**src/rtl/async_fifo_reader_if.sv**
```systemverilog
// async_fifo_reader_if
// Bundles the two handshakes of the FIFO read-side consumer:
//   - FIFO read port: empty, data_out (from the FIFO), r_en (to the FIFO)
//   - downstream stream: m_valid, m_data (to the consumer), m_ready (from it)
// Modports:
//   master : the reader (drives r_en, m_valid, m_data)
//   slave  : the FIFO plus the downstream consumer seen as one party
// Handshake rule for the stream: a word transfers on every r_clk edge where
// m_valid && m_ready; while m_valid && !m_ready, m_data is held stable.
interface async_fifo_reader_if #(
    parameter int WIDTH = 8
);
    logic             empty;
    logic [WIDTH-1:0] data_out;
    logic             r_en;
    logic             m_valid;
    logic [WIDTH-1:0] m_data;
    logic             m_ready;

    modport master (
        input  empty, data_out, m_ready,
        output r_en, m_valid, m_data
    );

    modport slave (
        output empty, data_out, m_ready,
        input  r_en, m_valid, m_data
    );
endinterface

```
**src/rtl/async_fifo_reader.sv**
```systemverilog
// async_fifo_reader
// Read-domain consumer of an asynchronous FIFO. Issues r_en against the FIFO
// empty flag, captures data_out RD_LAT cycles later into a small skid buffer
// and presents the buffered words downstream as a valid/ready stream. A flush
// mode drains the FIFO and discards everything it reads.
// Ports:
//   r_clk      read-domain clock (posedge)
//   r_rst      asynchronous active-low reset
//   en         read enable (IDLE <-> RUN)
//   flush      one-cycle pulse, enters FLUSH from IDLE or RUN
//   fifo_if    master modport: empty/data_out/r_en and m_valid/m_data/m_ready
//   busy       FLUSH state or reads still in flight
//   buf_level  skid buffer occupancy
//   dbg_state  current FSM state (0 IDLE, 1 RUN, 2 FLUSH)
// Optional: define ASF_RD_STATS_EN to add saturating counters rd_words (words
// delivered downstream) and drop_words (words discarded by flush).
module async_fifo_reader #(
    parameter int WIDTH     = 8,
    parameter int RD_LAT    = 1,
    parameter int BUF_DEPTH = 4
) (
    input  logic                        r_clk,
    input  logic                        r_rst,
    input  logic                        en,
    input  logic                        flush,
    async_fifo_reader_if.master         fifo_if,
    output logic                        busy,
    output logic [$clog2(BUF_DEPTH):0]  buf_level,
    output logic [1:0]                  dbg_state
`ifdef ASF_RD_STATS_EN
    ,
    output logic [31:0]                 rd_words,
    output logic [15:0]                 drop_words
`endif
);
    localparam int AW = $clog2(BUF_DEPTH);
    localparam int LW = AW + 1;

    typedef enum logic [1:0] {
        S_IDLE  = 2'd0,
        S_RUN   = 2'd1,
        S_FLUSH = 2'd2
    } state_t;

    state_t            state_q, state_d;
    logic [RD_LAT-1:0] inflight_q, inflight_d;
    logic [WIDTH-1:0]  mem_q [BUF_DEPTH];
    logic [AW-1:0]     head_q, head_d, tail_q, tail_d;
    logic [LW-1:0]     level_q, level_d;
    logic [LW:0]       credit_used;
    logic              r_en_c, m_valid_c;
    logic              landing, flush_start, push, pop;

    // Outstanding reads plus buffered words must stay below BUF_DEPTH so a
    // word that lands always has a free slot, regardless of m_ready.
    always_comb begin
        credit_used = {1'b0, level_q} + (LW+1)'($countones(inflight_q));
        r_en_c = 1'b0;
        case (state_q)
            S_RUN:   r_en_c = !fifo_if.empty && (credit_used < (LW+1)'(BUF_DEPTH));
            S_FLUSH: r_en_c = !fifo_if.empty;
            default: r_en_c = 1'b0;
        endcase
    end

    // inflight[0] records this cycle's r_en; the last stage marks the cycle
    // in which data_out carries the word.
    always_comb begin
        inflight_d    = inflight_q;
        inflight_d[0] = r_en_c;
        for (int i = 1; i < RD_LAT; i++) begin
            inflight_d[i] = inflight_q[i-1];
        end
    end

    assign landing     = inflight_q[RD_LAT-1];
    assign flush_start = flush && (state_q != S_FLUSH);
    // A word landing in the flush-entry cycle goes with the cleared buffer.
    assign push        = landing && (state_q != S_FLUSH) && !flush_start;
    assign m_valid_c   = (level_q != '0);
    assign pop         = m_valid_c && fifo_if.m_ready;

    always_comb begin
        head_d  = head_q;
        tail_d  = tail_q;
        level_d = level_q;
        if (flush_start) begin
            head_d  = '0;
            tail_d  = '0;
            level_d = '0;
        end else begin
            if (push) tail_d = tail_q + 1'b1;
            if (pop)  head_d = head_q + 1'b1;
            case ({push, pop})
                2'b10:   level_d = level_q + 1'b1;
                2'b01:   level_d = level_q - 1'b1;
                default: level_d = level_q;
            endcase
        end
    end

    always_comb begin
        state_d = state_q;
        case (state_q)
            S_IDLE: begin
                if (flush)   state_d = S_FLUSH;
                else if (en) state_d = S_RUN;
            end
            S_RUN: begin
                if (flush)    state_d = S_FLUSH;
                else if (!en) state_d = S_IDLE;
            end
            S_FLUSH: begin
                if (fifo_if.empty && (inflight_q == '0)) begin
                    state_d = en ? S_RUN : S_IDLE;
                end
            end
            default: state_d = S_IDLE;
        endcase
    end

    always_ff @(posedge r_clk or negedge r_rst) begin
        if (!r_rst) begin
            state_q    <= S_IDLE;
            inflight_q <= '0;
            head_q     <= '0;
            tail_q     <= '0;
            level_q    <= '0;
        end else begin
            state_q    <= state_d;
            inflight_q <= inflight_d;
            head_q     <= head_d;
            tail_q     <= tail_d;
            level_q    <= level_d;
        end
    end

    // Storage needs no reset: m_data is gated by m_valid.
    always_ff @(posedge r_clk) begin
        if (push) mem_q[tail_q] <= fifo_if.data_out;
    end

    assign fifo_if.r_en    = r_en_c;
    assign fifo_if.m_valid = m_valid_c;
    assign fifo_if.m_data  = m_valid_c ? mem_q[head_q] : '0;
    assign busy            = (state_q == S_FLUSH) || (inflight_q != '0);
    assign buf_level       = level_q;
    assign dbg_state       = state_q;

`ifdef ASF_RD_STATS_EN
    logic [31:0] rd_words_q, rd_words_d;
    logic [15:0] drop_words_q, drop_words_d;
    logic [LW:0] drop_add;
    logic [16:0] drop_sum;

    // A word popped in the flush-entry cycle was delivered, not dropped.
    always_comb begin
        rd_words_d = rd_words_q;
        if (pop && (rd_words_q != '1)) rd_words_d = rd_words_q + 32'd1;
        drop_add = '0;
        if (flush_start) begin
            drop_add = {1'b0, level_q} - (LW+1)'(pop) + (LW+1)'(landing);
        end else if ((state_q == S_FLUSH) && landing) begin
            drop_add = (LW+1)'(1);
        end
        drop_sum     = {1'b0, drop_words_q} + 17'(drop_add);
        drop_words_d = drop_sum[16] ? '1 : drop_sum[15:0];
    end

    always_ff @(posedge r_clk or negedge r_rst) begin
        if (!r_rst) begin
            rd_words_q   <= '0;
            drop_words_q <= '0;
        end else begin
            rd_words_q   <= rd_words_d;
            drop_words_q <= drop_words_d;
        end
    end

    assign rd_words   = rd_words_q;
    assign drop_words = drop_words_q;
`endif
endmodule
```
**src/flat_wrapper.sv**
```systemverilog
// flat-port wrapper written by rule: the top's interface ports become plain ports
module async_fifo_reader_flat 
#(
    parameter int WIDTH     = 8,
    parameter int RD_LAT    = 1,
    parameter int BUF_DEPTH = 4
)
  (r_clk, r_rst, en, flush, busy, buf_level, dbg_state, fifo_if_empty, fifo_if_data_out, fifo_if_m_ready, fifo_if_r_en, fifo_if_m_valid, fifo_if_m_data);
  async_fifo_reader_if #(.WIDTH(WIDTH)) fifo_if_i ();
  input  logic r_clk;
  input  logic r_rst;
  input  logic en;
  input  logic flush;
  output logic busy;
  output logic [$clog2(BUF_DEPTH):0] buf_level;
  output logic [1:0] dbg_state;
  input wire logic [$bits(fifo_if_i.empty)-1:0] fifo_if_empty;
  input wire logic [$bits(fifo_if_i.data_out)-1:0] fifo_if_data_out;
  input wire logic [$bits(fifo_if_i.m_ready)-1:0] fifo_if_m_ready;
  output wire logic [$bits(fifo_if_i.r_en)-1:0] fifo_if_r_en;
  output wire logic [$bits(fifo_if_i.m_valid)-1:0] fifo_if_m_valid;
  output wire logic [$bits(fifo_if_i.m_data)-1:0] fifo_if_m_data;
  assign fifo_if_i.empty = fifo_if_empty;
  assign fifo_if_i.data_out = fifo_if_data_out;
  assign fifo_if_i.m_ready = fifo_if_m_ready;
  assign fifo_if_r_en = fifo_if_i.r_en;
  assign fifo_if_m_valid = fifo_if_i.m_valid;
  assign fifo_if_m_data = fifo_if_i.m_data;
  async_fifo_reader #(.WIDTH(WIDTH), .RD_LAT(RD_LAT), .BUF_DEPTH(BUF_DEPTH)) u_core (.r_clk(r_clk), .r_rst(r_rst), .en(en), .flush(flush), .fifo_if(fifo_if_i), .busy(busy), .buf_level(buf_level), .dbg_state(dbg_state));
endmodule
```
**config.mk**
```make
export PLATFORM = sky130hd
export DESIGN_NAME = async_fifo_reader_flat
export DESIGN_NICKNAME = d
export VERILOG_FILES = /design/src/rtl/async_fifo_reader_if.sv /design/src/rtl/async_fifo_reader.sv /design/src/flat_wrapper.sv
export SDC_FILE = /design/constraint.sdc
export NUM_CORES = 1
export LEC_CHECK = 0
export CAP_MARGIN = 5
export CORE_MARGIN = 5
export CORE_UTILIZATION = 47
export DETAILED_ROUTE_END_ITERATION = 8
export GPL_TIMING_DRIVEN = 0
export PLACE_DENSITY = 0.75
export SLEW_MARGIN = 20
export SYNTH_ARGS = -nofsm -noshare
export SYNTH_HDL_FRONTEND = slang
export SYNTH_SLANG_ARGS = --single-unit
```
**constraint.sdc**
```tcl
create_clock -name r_clk -period 2.22 [get_ports r_clk]
set_input_delay 0.666 -clock r_clk [delete_from_list [all_inputs] [get_ports r_clk]]
set_output_delay 0.666 -clock r_clk [all_outputs]
set_load 0.02 [all_outputs]
```
==> summary.md, run 1 <==
| Metric | Value |
|---|---|
| Number of diodes added for antenna fixing | `0` |
| Sequential area share after synthesis | `63.7%` |
| Post-synthesis cell type count | `30` |
| R2r endpoint | `u_core.buf_level[2]$_DFFE_PN0P_` |
| Mean Syn Cell Area | `15.6 um2` |
| Post-Syn Area | `1900 um2` |
| GRT Util Overall | `16.3%` |
| Die Outline Area | `5420 um2` |
| Hold Path Class | `register to register` |
| Synthesized-area fraction occupied by and/or/nand/nor cells | `9.14%` |
| Type of element launching the critical path | `register` |
| Kind of capture point of the worst setup path | `output pin` |
| RSZ-0062 raised after global routing | `yes` |
| H-tree level count | `2` |
| Least-Margin Pin Slew | `470 ps` |
| Critical path startpoint | `u_core.head_q[0]$_DFFE_PN0P_` |
| IR Drop Worst-Case VDD | `0.000532 V` |
| Starting density of the core | `47.9%` |
| Root Driver | `clkbuf_8` |
| Post-route DRC violation count | `0` |
| Placer congestion estimate | `0.737` |
| Post-synth net total | `146` |
| Arrival time at the worst endpoint | `1590 ps` |
| Leakage component of the power | `0.984 nW` |
| Crit path capture | `fifo_if_m_data[5]` |
| Series of cell instances along the critical path | `buf_8 -> mux4_2 -> nor2b_1 -> buf_2` |
| Startpoint of the most critical register-to-register path | `u_core.dbg_state[1]$_DFFE_PN0P_` |
| Violated checks | `negative setup slack` |
| 1st-pass router iterations | `4` |
| Hold slack | `595 ps` |
| Total setup violations reported at the end of the flow | `8` |
| Chip Width | `73.6 um` |
| Maximum number of pins on one net before global-route repair | `13` |
| Final-stage net count | `193` |
| Count of hold buffers inserted by post-cts repair | `0` |
| Antenna Violating Nets Remaining | `0` |
| Via density | `5.25` |
| Main combinational cell family by area after synthesis | `multiplexers` |
| Area share of fa/ha/maj cells after synthesis | `6.97%` |
| Count of mapped cells out of synthesis | `122` |
| Synthesized-area fraction occupied by ao, oa, aoi and oai cells | `3.36%` |
| Logic depth of the worst register-to-register path | `8` |
| Worst clock skew | `3.76 ps` |
| Initial antenna violation count | `0` |
| Slowest stage cell, crit path | `mux4_2` |
| Post-Place Cells | `201` |
| Worst-case setup margin in the final layout | `-39.6 ps` |
| Global route overflow | `0` |
| Routed WL | `3.93 mm` |
| Drt wl/cell | `17.8 um` |
| Final non-filler cell total | `220` |
| Status | `finished with violations` |
| Final count of hold timing violations | `0` |
| Sinks on Clock Net | `42` |
| Highest-count cells in the layout ignoring fill and taps | `edfxtp_1 (32), clkdlybuf4s50_1 (14), buf_4 (14)` |
| Final Slew Violations | `0` |
| Post-Route Setup TNS | `-218 ps` |
| Maximum cell stage delay along the critical path | `490 ps` |
| Number of warnings printed during yosys synthesis | `0` |
| Max Fanout on Critical Path | `5` |
| Area growth, synth to finish | `33.9%` |
| Type of the setup path with the least slack | `register to output pin` |
| Clock insertion delay at the later pin of the skew report | `290 ps` |
| Worst-path clk slew | `70 ps` |
| Number of buffers inserted by port buffering | `29` |
| Post-route minimum period | `2260 ps` |
| Via count of the routed design | `1156` |
| Number of flip-flops and latches in the synthesized netlist | `42` |
| Number of global-route vias before repair | `1243` |
| Xor/xnor share of the synthesized area | `1.84%` |
| Maximum count of clock buffers along a single path | `2` |
| Count of routing violations after the opening detailed-route iteration | `54` |
| Ports placed on the boundary | `30` |
| Max-slew headroom at the worst pin | `68.5%` |
| Reg-to-reg slack, setup | `50 ps` |
| Area of the core | `3970 um2` |
| Clock tree from TritonCTS | `yes` |
| Post-layout power | `0.00291 W` |
| Number of max-capacitance violations reported | `0` |
| Power density over the cells | `1140 nW/um2` |
| Most frequent standard cell in the layout excluding fill and tap cells | `edfxtp_1` |
| Final cycle utilization of the critical path | `102%` |
| DIE HEIGHT | `73.6 um` |
| Inserted Clock Buffers | `5` |
| Global-route wire length before repair | `6.28 mm` |
| Placed wire-length estimate after detailed placement | `2.52 mm` |
| Count of standard-cell rows | `23` |
| Required time of the critical path | `1550 ps` |
| Fmax achieved | `443 MHz` |
| Mux cell area share after synthesis | `12.2%` |
| Fraction of final layout cells with drive strength greater than 1 | `38.2%` |
[cell families (layout without fill, tap and decap cells)]
family | Yosys count | count (layout)
compound gates | 10 | 10
xor+xnor | 4 | 4
fa+ha+maj | 10 | 10
buf+inv | 12 | 60
flops | 42 | 42
mux | 13 | 13
simple gates | 31 | 31
[sequential cells by signal, indices dropped and copies added, names as in the netlist]
signal	cells
u_core.tail_q	2
u_core.head_q	2
u_core.inflight_q	1
u_core.dbg_state	2
u_core.mem_q	32
u_core.buf_level	3
[cell type report]
type | count | area (um2)
multi-input cells | 68 | 753
repair buffers | 41 | 354
clock inverters | 1 | 30.0
fillers | 292 | 1420
well taps | 50 | 62.6
clock buffers | 7 | 76.3
plain buffers | 2 | 20.0
inverters | 9 | 33.8
flip-flops and latches | 42 | 1220
[worst max-delay path: cells and delay by family, from the launching register on]
kind | cells | cell delay, ps
flops | 1 | 390
buf+inv | 2 | 280
mux | 1 | 490
simple gates | 1 | 140
[cells in the mapped netlist (all sizes together)]
cell / count / area (um2)
o31ai: 1 / 7.51
mux2i: 4 / 40.0
o21ai: 3 / 15.0
nand2b: 2 / 12.5
o311ai: 1 / 8.76
fa: 1 / 20.0
nand3: 1 / 5.00
o211ai: 1 / 7.51
and2: 4 / 25.0
or2: 1 / 6.26
nor3b: 2 / 15.0
inv: 9 / 33.8
edfxtp: 32 / 961
mux2: 1 / 11.3
buf: 1 / 11.3
ha: 9 / 113
nand2: 4 / 15.0
o2bb2ai: 1 / 8.76
a31oi: 1 / 6.26
xnor2: 1 / 8.76
or3: 1 / 6.26
nor3: 1 / 10.0
mux4: 8 / 180
nor2b: 9 / 56.3
dfrtp: 10 / 250
a21oi: 2 / 10.0
xor2: 3 / 26.3
clkbuf: 2 / 8.75
nor2: 6 / 22.5
[worst min path at each step]
| stage | end | start | cells after the start | slack [ps] |
|---|---|---|---|---|
| global route | u_core.tail_q[0]$_DFFE_PN0P_ | u_core.tail_q[0]$_DFFE_PN0P_ | 2 | 620 |
| detailed placement | u_core.tail_q[1]$_DFFE_PN0P_ | u_core.tail_q[1]$_DFFE_PN0P_ | 2 | 580 |
| CTS | u_core.tail_q[1]$_DFFE_PN0P_ | u_core.tail_q[1]$_DFFE_PN0P_ | 2 | 600 |
| floorplan | u_core.buf_level[0]$_DFFE_PN0P_ | r_rst | 0 | 370 |
| global placement | u_core.tail_q[1]$_DFFE_PN0P_ | u_core.tail_q[1]$_DFFE_PN0P_ | 2 | 540 |
| finish | u_core.tail_q[1]$_DFFE_PN0P_ | u_core.tail_q[1]$_DFFE_PN0P_ | 2 | 590 |
[power by group]
part,switching (W),leakage (nW),internal [W]
logic,0.000633,0.515,0.000663
registers,0.000106,0.416,0.000928
clock network,0.000246,0.0524,0.000336
[per-layer routing]
metal | vias up | share of wire (%) | global-route usage [%]
met2 | 34 | 54 | 27.7
li1 | 538 | - | -
met4 | 0 | 2.2 | 7.24
met3 | 12 | 5.9 | 5.34
met5 | - | 0 | 0
met1 | 572 | 38 | 18.5
[metrics by stage]
step,utilization [%],worst slack (ps),area (um2)
floorplan,-,-42.2,1930
global placement,57.5,-564,2280
detailed placement,57.5,-618,2280
CTS,62.1,-127,2470
global route,64.1,-117,2550
finish,64.1,-39.6,2550
[timing repair]
item                       CTS  global route
setup endpoints to repair   13            11
buffers inserted             9             3
gates resized for setup     55            29
pin swaps                    2             8
gates cloned                 1             0
Power figures use the tool's default switching activity.
==> run 2: changes to the inputs <==
Settings changed: ABC_AREA set to 1, CORE_UTILIZATION 47 to 48, PLACE_DENSITY 0.75 to 0.76.
Clock period 2.22 ns to 1.8 ns, I/O delays scaled along.
==> summary.md, run 2 <==
| Metric | Value |
|---|---|
| Power density over the cells | `1340 nW/um2 (was 1140 nW/um2)` |
| Series of cell instances along the critical path | `inv_4 -> ha_4 -> clkinv_4 -> nand2_4 -> nor3_4 -> nor3_4 -> buf_6 (was buf_8 -> mux4_2 -> nor2b_1 -> buf_2)` |
| Post-layout power | `0.00390 W (was 0.00291 W)` |
| Fmax achieved | `498 MHz` |
| Max Fanout on Critical Path | `4 (was 5)` |
| Die Outline Area | `5650 um2 (was 5420 um2)` |
| Sinks on Clock Net | `42 (unchanged)` |
| Least-Margin Pin Slew | `509 ps (was 470 ps)` |
| Via density | `5.06 (was 5.25)` |
| Number of flip-flops and latches in the synthesized netlist | `42 (unchanged)` |
| Placed wire-length estimate after detailed placement | `2.76 mm (was 2.52 mm)` |
| H-tree level count | `2 (unchanged)` |
| Ports placed on the boundary | `30 (unchanged)` |
| Final non-filler cell total | `325 (was 220)` |
| RSZ-0062 raised after global routing | `yes (unchanged)` |
| Most frequent standard cell in the layout excluding fill and tap cells | `nand2_1 (was edfxtp_1)` |
| Via count of the routed design | `1645 (was 1156)` |
| Area fraction of the dominant cell type after synthesis | `47.1% (was 50.5%)` |
| Slowest stage cell, crit path | `dfrtp_2 (was mux4_2)` |
| Cell repeated most along the worst path | `nor3_4` |
| Type of the setup path with the least slack | `register to output pin (unchanged)` |
| Global-route wire length before repair | `7.17 mm (was 6.28 mm)` |
| Fraction of final layout cells with drive strength greater than 1 | `34.5% (was 38.2%)` |
| Post-Syn Area | `2040 um2 (was 1900 um2)` |
| Required time of the critical path | `1260 ps (was 1550 ps)` |
| Mean Syn Cell Area | `9.66 um2 (was 15.6 um2)` |
| Highest-count cells in the layout ignoring fill and taps | `nand2_1 (78), edfxtp_1 (32), buf_4 (26) (was edfxtp_1 (32), clkdlybuf4s50_1 (14), buf_4 (14))` |
| Maximum number of pins on one net before global-route repair | `14 (was 13)` |
| Chip Width | `75.2 um (was 73.6 um)` |
| Post-Place Cells | `290 (was 201)` |
| Count of routing violations after the opening detailed-route iteration | `97 (was 54)` |
| Antenna Violating Nets Remaining | `0 (unchanged)` |
| Worst clock skew | `5.48 ps (was 3.76 ps)` |
| Setup slack at placement | `-614 ps (was -618 ps)` |
| Status | `finished with violations (unchanged)` |
| Ranking of synthesized cells by area | `edfxtp_1 (47%), nand2_1 (16%), dfrtp_1 (12%) (was edfxtp_1 (51%), dfrtp_1 (13%), mux4_2 (9.5%))` |
| CP top delay family | `flip-flops (was multiplexers)` |
| DIE HEIGHT | `75.2 um (was 73.6 um)` |
| Number of synthesized flops with an enable pin | `32 (unchanged)` |
| Global route overflow | `0 (unchanged)` |
| Final-stage net count | `298 (was 193)` |
| Number of diodes added for antenna fixing | `0 (unchanged)` |
| Final cycle utilization of the critical path | `112%` |
| Number of max-capacitance violations reported | `0 (unchanged)` |
| Drt wl/cell | `14.8 um (was 17.8 um)` |
| Count of standard-cell rows | `23 (unchanged)` |
| Type of element launching the critical path | `register (unchanged)` |
| Sequential area share after synthesis | `59.4% (was 63.7%)` |
| Maximum count of clock buffers along a single path | `2 (unchanged)` |
| Final Slew Violations | `0 (unchanged)` |
| Worst-path clk slew | `70 ps (about the same)` |
| Clock insertion delay at the later pin of the skew report | `300 ps (was 290 ps)` |
| Number of warnings printed during yosys synthesis | `0 (unchanged)` |
| Clock tree from TritonCTS | `yes (unchanged)` |
| Top cells by count, synth | `nand2_1 (89), edfxtp_1 (32), inv_1 (23), a21oi_1 (11), dfrtp_1 (10) (was edfxtp_1 (32), dfrtp_1 (10), ha_1 (9), inv_1 (9), nor2b_1 (9))` |
| Post-route DRC violation count | `0 (unchanged)` |
| Hold Path Class | `input pin to asynchronous set/reset pin (was register to register)` |
| Count of mapped cells out of synthesis | `211 (was 122)` |
| Async SR Flop Fraction | `23.8% (unchanged)` |
| Total setup violations reported at the end of the flow | `10 (was 8)` |
| Post-route minimum period | `2010 ps` |
| Number of global-route vias before repair | `1509 (was 1243)` |
| Prevailing post-synth register cell | `edfxtp_1 (unchanged)` |
| Area of the core | `4060 um2 (was 3970 um2)` |
| Max-slew headroom at the worst pin | `66.0% (was 68.5%)` |
| Kind of capture point of the worst setup path | `output pin (unchanged)` |
| Count leader, synth | `nand2_1 (was edfxtp_1)` |
| Number of buffers inserted by port buffering | `29 (unchanged)` |
| 1st-pass router iterations | `4 (unchanged)` |
| Post-synthesis cell type count | `20 (was 30)` |
| IR Drop Worst-Case VDD | `0.000884 V (was 0.000532 V)` |
| Buffers and inverters on the worst path | `3 (was 2)` |
| Worst-case setup margin in the final layout | `-208 ps (was -39.6 ps)` |
| Violated checks | `negative setup slack (unchanged)` |
| Count of hold buffers inserted by post-cts repair | `0 (unchanged)` |
| Root Driver | `clkbuf_8 (unchanged)` |
| Inserted Clock Buffers | `5 (unchanged)` |
| Placer congestion estimate | `0.780 (was 0.737)` |
| GRT Util Overall | `17.6% (was 16.3%)` |
| Final count of hold timing violations | `0 (unchanged)` |
| Routed WL | `4.81 mm (was 3.93 mm)` |
| Largest area contributor in the netlist | `edfxtp_1 (unchanged)` |
| Area growth, synth to finish | `43.1% (was 33.9%)` |
| Maximum cell stage delay along the critical path | `440 ps (was 490 ps)` |
| Biggest register | `u_core.mem_q (unchanged)` |
| Post-synth net total | `235 (was 146)` |
| Number of flip-flops under the largest register name | `32 (unchanged)` |
| Starting density of the core | `50.2% (was 47.9%)` |
| Initial antenna violation count | `0 (unchanged)` |
| Arrival time at the worst endpoint | `1470 ps (was 1590 ps)` |
| Leakage component of the power | `1.29 nW (was 0.984 nW)` |
[run 2: what timing repair did]
item                                    4_1_cts  5_1_grt
gates cloned                                  0        1
endpoints found under the setup margin       50       21
gates resized for setup                      86       28
pin swaps                                     5       14
setup buffers                                17        9
[run 2: where the power goes]
group          switching (W)  total [W]  internal (W)  leakage [nW]
Clock               0.000315   0.000589      0.000273        0.0452
Combinational        0.00111    0.00209      0.000972         0.825
Sequential         0.0000930    0.00122       0.00113         0.421
Total                0.00152    0.00390       0.00237          1.29
[run 2: worst paths after layout]
kind | slack, ps | start | to | cells past startpoint
max | -210 | u_core.dbg_state[0]$_DFFE_PN0P_ | fifo_if_r_en | 7
min | 580 | r_rst | u_core.inflight_q$_DFF_PN0_ | 1
max reg2reg | -20 | u_core.dbg_state[1]$_DFFE_PN0P_ | u_core.buf_level[2]$_DFFE_PN0P_ | 9
min reg2reg | 640 | u_core.tail_q[1]$_DFFE_PN0P_ | u_core.tail_q[1]$_DFFE_PN0P_ | 2
max in group asynchronous | 850 | r_rst | u_core.dbg_state[1]$_DFFE_PN0P_ | 1
min in group r_clk | 640 | u_core.tail_q[1]$_DFFE_PN0P_ | u_core.tail_q[1]$_DFFE_PN0P_ | 2
[run 2: stage by stage]
stage	util, %	setup TNS [ps]	hold WS, ps	instance area, um2
after global routing	71.9	-2430	624	2920
after global placement	60.3	-21420	541	2450
after detailed placement	60.3	-21610	550	2450
after CTS	67.1	-1680	592	2720
after floorplan	-	0	244	2090
final	71.9	-1720	580	2920
[run 2: layer usage]
metal | share of wire (%) | up-vias | track usage (%) | wire [um]
met2 | 51 | 53 | 28.0 | 2450
li1 | - | 807 | - | -
met4 | 2.4 | 0 | 7.96 | 116
met1 | 41 | 774 | 22.7 | 1970
met3 | 5.7 | 11 | 4.41 | 276
met5 | 0 | - | 0 | 0
[run 2: layout make-up]
cell class                      count  area (um2)
Buffer                              4        56.3
Inverter                           24         106
Multi-Input combinational cell    141         873
Clock buffer                        6        72.6
Timing Repair Buffer               56         518
Clock inverter                      2        13.8
Fill cell                         268        1140
Sequential cell                    42        1210
Tap cell                           50        62.6
[run 2: cells by family (layout without fill, tap and decap cells)]
family | Yosys count | in the layout | synth area share [%]
flops | 42 | 42 | 59.4
compound gates | 16 | 16 | 3.93
simple gates | 115 | 115 | 23.0
fa+ha+maj | 10 | 10 | 6.51
buf+inv | 28 | 92 | 7.18
[run 2: worst reg2reg max path: cells and delay by family, from the launching register on]
family | cells | cell delay, ps
adders and majority gates | 3 | 720
buffers and inverters | 2 | 160
and+or+nand+nor | 4 | 380
DFF | 1 | 460
